==> src/rtl/vxe_txn_decoder.sv <==
// vxe_txn_decoder: slices a packed response vector into transaction fields and registers a qualified copy
module vxe_txn_decoder #(
  parameter logic [1:0] CLNT_CU   = 2'b00,
  parameter logic [1:0] CLNT_VPU0 = 2'b01,
  parameter logic [1:0] CLNT_VPU1 = 2'b10
) (
  input  logic       clk,
  input  logic       nrst,
  input  logic       i_vld,
  input  logic [8:0] i_res_vec_txn,
  output logic [5:0] o_txnid,
  output logic       o_rnw,
  output logic [1:0] o_err,
  output logic [1:0] o_client_id,
  output logic [2:0] o_thread_id,
  output logic       o_argument,
  output logic       o_bad_client,
  output logic       o_r_vld,
  output logic [1:0] o_r_client_id,
  output logic [2:0] o_r_thread_id,
  output logic       o_r_argument,
  output logic       o_r_rnw,
  output logic [1:0] o_r_err,
  output logic       o_r_bad_client
);
  logic       r_vld_d, r_vld_q;
  logic [1:0] r_client_id_d, r_client_id_q;
  logic [2:0] r_thread_id_d, r_thread_id_q;
  logic       r_argument_d, r_argument_q;
  logic       r_rnw_d, r_rnw_q;
  logic [1:0] r_err_d, r_err_q;
  logic       r_bad_client_d, r_bad_client_q;
  // pure bit-slice decode of the live vector; thread/argument decoded for every client, CU included
  always_comb begin
    o_txnid      = i_res_vec_txn[8:3];
    o_rnw        = i_res_vec_txn[2];
    o_err        = i_res_vec_txn[1:0];
    o_client_id  = o_txnid[5:4];
    o_thread_id  = o_txnid[3:1];
    o_argument   = o_txnid[0];
    o_bad_client = (o_client_id != CLNT_CU) && (o_client_id != CLNT_VPU0) && (o_client_id != CLNT_VPU1);
  end
  // capture on valid, otherwise hold fields and drop the valid flag
  always_comb begin
    r_vld_d        = i_vld;
    r_client_id_d  = i_vld ? o_client_id  : r_client_id_q;
    r_thread_id_d  = i_vld ? o_thread_id  : r_thread_id_q;
    r_argument_d   = i_vld ? o_argument   : r_argument_q;
    r_rnw_d        = i_vld ? o_rnw        : r_rnw_q;
    r_err_d        = i_vld ? o_err        : r_err_q;
    r_bad_client_d = i_vld ? o_bad_client : r_bad_client_q;
  end
  // output register; async reset discards any captured vector immediately
  always_ff @(posedge clk or negedge nrst) begin
    if (!nrst) begin
      r_vld_q        <= 1'b0;
      r_client_id_q  <= 2'b00;
      r_thread_id_q  <= 3'b000;
      r_argument_q   <= 1'b0;
      r_rnw_q        <= 1'b0;
      r_err_q        <= 2'b00;
      r_bad_client_q <= 1'b0;
    end else begin
      r_vld_q        <= r_vld_d;
      r_client_id_q  <= r_client_id_d;
      r_thread_id_q  <= r_thread_id_d;
      r_argument_q   <= r_argument_d;
      r_rnw_q        <= r_rnw_d;
      r_err_q        <= r_err_d;
      r_bad_client_q <= r_bad_client_d;
    end
  end
  assign o_r_vld        = r_vld_q;
  assign o_r_client_id  = r_client_id_q;
  assign o_r_thread_id  = r_thread_id_q;
  assign o_r_argument   = r_argument_q;
  assign o_r_rnw        = r_rnw_q;
  assign o_r_err        = r_err_q;
  assign o_r_bad_client = r_bad_client_q;
endmodule

==> config.mk <==
export PLATFORM = sky130hd
export DESIGN_NAME = vxe_txn_decoder
export DESIGN_NICKNAME = d
export VERILOG_FILES = /design/src/rtl/vxe_txn_decoder.sv
export SDC_FILE = /design/constraint.sdc
export NUM_CORES = 1
export LEC_CHECK = 0
export ABC_AREA = 1
export CAP_MARGIN = 20
export CORE_MARGIN = 3
export CORE_UTILIZATION = 40
export DETAILED_ROUTE_END_ITERATION = 12
export DONT_BUFFER_PORTS = 1
export REMOVE_ABC_BUFFERS = 1
export SYNTH_ARGS = -nofsm -noshare
export SYNTH_HDL_FRONTEND = slang
export SYNTH_SLANG_ARGS = --single-unit
export TNS_END_PERCENT = 100
==> constraint.sdc <==
create_clock -name clk -period 1.4 [get_ports clk]
set_clock_uncertainty 0.05 [all_clocks]
set_input_delay 0.21 -clock clk [delete_from_list [all_inputs] [get_ports clk]]
set_output_delay 0.21 -clock clk [all_outputs]
set_load 0.005 [all_outputs]
# Word-level counts from Yosys, hierarchy flattened
# Index checks and enable logic that the tools add are counted.
dict set report totals {
  out_inout_bits 27
  reg_bits 11
}
dict set report op_classes {
  n_eq_ne 2
  reduce_logical 3
}
# op count
set op_table {}
lappend op_table {{1-bit logical AND} 2}
lappend op_table {{2-bit by 1-bit != test with 1-bit output, second input constant} 1}
lappend op_table {{2-bit != test, second input constant} 1}
lappend op_table {{2-bit nonzero test} 1}

# Logic depth before layout (Yosys ltp)
dict set report logic_depth {
  word_depth 3
  depth_mapped 3
  mapped_depth_nobuf 3
}

# Worst setup path after synthesis
# Ideal clock, no wire load.
dict set report synth_path {
  path_kind {reg-to-reg}
  start {reg, netlist name o_r_bad_client}
  end {reg r_bad_client_q, in the netlist o_r_bad_client}
  period_less_slack_ns 0.636
  slack_ns 0.764
  arrival_ns 0.469
  stages_incl_launch_ff 3
  cell_sequence {dfrtp_1 -> nand2_1 -> nand2_1}
}
# element line_no
set synth_rtl {}
lappend synth_rtl {{end signal: assignment} 70} ;# r_bad_client_q <= r_bad_client_d;
lappend synth_rtl {{end: declaration} 32} ;# logic r_bad_client_d, r_bad_client_q;

# Final worst setup path
dict set report layout_path {
  start {reg r_bad_client_q, in the netlist o_r_bad_client}
  end {out o_r_bad_client}
}
# element line_no
set layout_rtl {}
lappend layout_rtl {{end: declaration} 24} ;# output logic o_r_bad_client
# No word-level cell between the ends.

==> results.py <==
metrics = {
    "critical_path": {
        "cp-start-kind": "flip-flop",
        "rrSetupSlack_ns": 0.72,
        "critical_path.endpoint_type": "primary output",
        "critPathKind": "reg2out",
        "worst-endpoint-arrival_ns": 0.66,
        "cp-startpoint": "o_r_bad_client",
        "required_ns": 1.14,
        "r2r-end": "o_r_bad_client",
        "reg2reg_from": "o_r_bad_client",
        "r2r_cells": 2,
        "critPathMaxFanout": 2,
    },
    "yosys": {
        "yosys_warnings": 0,
        "avgSynthCellArea_um2": 8.821,
        "syn_inst": 60,
        "synth_largest_area_cell": "dfrtp_1",
        "synth_top_area_share_pct": 52.01,
        "synth_seq_cells": 11,
        "syn_area_um2": 529.3,
        "synth.area.top_cells": "dfrtp_1 52%, buf_4 21%, nand2_1 21%, buf_6 2.1%, nand3_2 1.9%",
        "synth.distinct_cells": 7,
        "seq_area_frac_synth_pct": 52.01,
    },
    "sta": {
        "finalWorstSetupSlack_ns": 0.4810,
        "slew_violations": 0,
        "relSlewSlack_pct": 66.49,
        "finalSetupTns_ns": 0,
        "min_period_ns": 0.9190,
        "period_share_pct": 65.64,
        "hold_viol_final": 0,
        "worst_pin_slew_ns": 0.5010,
        "max_freq_ghz": 1.088,
        "setup_viol": 0,
        "rsz0062_at_grt": "no",
    },
    "worst_hold_path": {
        "hold_start": "i_res_vec_txn[8]",
        "holdCritPathClass": "in2reg",
        "holdPathEnd": "o_r_bad_client",
        "hold_depth": 2,
    },
    "power": {
        "power.density_mw_per_mm2": 1311,
        "total_power_mw": 0.6150,
        "p_leak_nw": 0.2594,
        "ir_drop_v": 0.0004949,
    },
    "placed_design": {
        "gp_congestion": 0.6059,
        "place_area_um2": 422.9,
        "dp_hpwl_um": 605.9,
        "place_ws_ns": 0.7235,
        "portBuffers": 0,
    },
    "detailed_routing": {
        "drc": 0,
        "vias": 296,
        "first_iter_violations": 6,
        "wire_per_inst_um": 13.64,
        "drtPass1Iterations": 4,
        "wl_um": 873,
        "drtAntennaViolNets": 0,
        "viasPerCell": 4.625,
    },
    "cts": {
        "h-tree-depth": 1,
        "cts_buffers": 3,
        "cts_tree": "done",
        "clkSinkCount": 11,
        "path_clk_slew_ns": 0.07,
        "cts_buffer_depth": 2,
        "clk_latency_ns": 0.26,
        "root_buffer": "clkbuf_4",
        "postCtsSetupRepairBufs": 0,
    },
    "die": {
        "row_count": 12,
        "core_mm2": 0.001171,
        "die_y_um": 42.38,
        "die-area_mm2": 0.001796,
        "initial_utilization_pct": 45.19,
        "die-width_um": 42.38,
        "ios": 39,
    },
    "grt": {
        "grt_pass1_vias": 321,
        "overflow": 0,
        "track_usage_pct": 11.08,
        "grt_max_degree": 12,
        "antenna_found_initial": 0,
        "grt_pass1_wl_um": 1428,
    },
    "final_layout": {
        "syn_to_final_growth_pct": -11.35,
        "finalCoreUtilization_pct": 40.06,
        "final_cell_mix": "30 x nand2_1, 11 x dfrtp_1, 3 x clkbuf_4",
        "post_route_cells_drive_above_1_share_pct": 10.00,
        "final_common_cell": "nand2_1",
        "antenna_cells": 0,
        "fin_nets": 63,
        "fin_area_um2": 469.2,
    },
    "job": {
        "maxCapViolations": 0,
    },
    "run_status": {
        "outcome": "completed",
    },
}
[cells in the mapped netlist (all sizes together)]
library cell  instances
dfrtp                11
nand3                 1
inv                   2
nand2                30
buf                  16
[state kept, by name, indices dropped and copies added (netlist names)]
| name | count |
|---|---|
| o_r_bad_client | 1 |
| o_r_rnw | 1 |
| o_r_vld | 1 |
| o_r_err | 2 |
| o_r_client_id | 2 |
| o_r_argument | 1 |
| o_r_thread_id | 3 |
[per-layer routing]
metal  global-route usage [%]  vias up  part of all wire [%]
met2                    17.02       18                    48
met3                    5.579        2                    10
met5                        0        -                     0
met1                    11.47      132                    41
met4                    8.075        0                  0.57
li1                         -      144                     -
[power breakdown]
part | total, mW | internal (mW) | switching [mW]
clock | 0.208 | 0.110 | 0.0979
sequential | 0.365 | 0.345 | 0.0198
combinational | 0.0425 | 0.0168 | 0.0257
total | 0.615 | 0.472 | 0.143
[cell families after synthesis]
group / count (synthesis) / synth area share (%)
DFF: 11 / 52.01
buffers and inverters: 18 / 24.82
and+or+nand+nor: 31 / 23.17
[worst max path at each step]
stage / end / cells after the start / slack (ns)
final: o_r_bad_client / 0 / 0.48
after global routing: o_r_rnw / 0 / 0.45
after CTS: o_r_bad_client / 0 / 0.46
after detailed placement: o_r_bad_client / 2 / 0.72
after global placement: o_r_bad_client / 2 / 0.74
after floorplan: o_r_bad_client / 2 / 0.76
[stage by stage]
step / std cells / hold WS, ns
finish: 64 / 0.007719
global route: 64 / 0.005391
CTS: 64 / 0.0006949
detailed placement: 58 / -0.1353
global placement: 58 / -0.1354
floorplan: 44 / -0.1356
[final cells by class]
class                   instances  area [µm²]
multi-input cells              31       122.6
clock buffers                   4       26.28
fillers                       133       701.9
well taps                      14       17.52
repair buffers                  2       20.02
flip-flops and latches         11       275.3
inverters                       2       7.507
[what timing repair did]
item / in CTS / in global routing
gates resized for setup: 0 / 0
endpoints found under the hold margin: 16 / 0
hold buffers: 2 / 0
No activity file was read; power rests on OpenSTA's default activity.
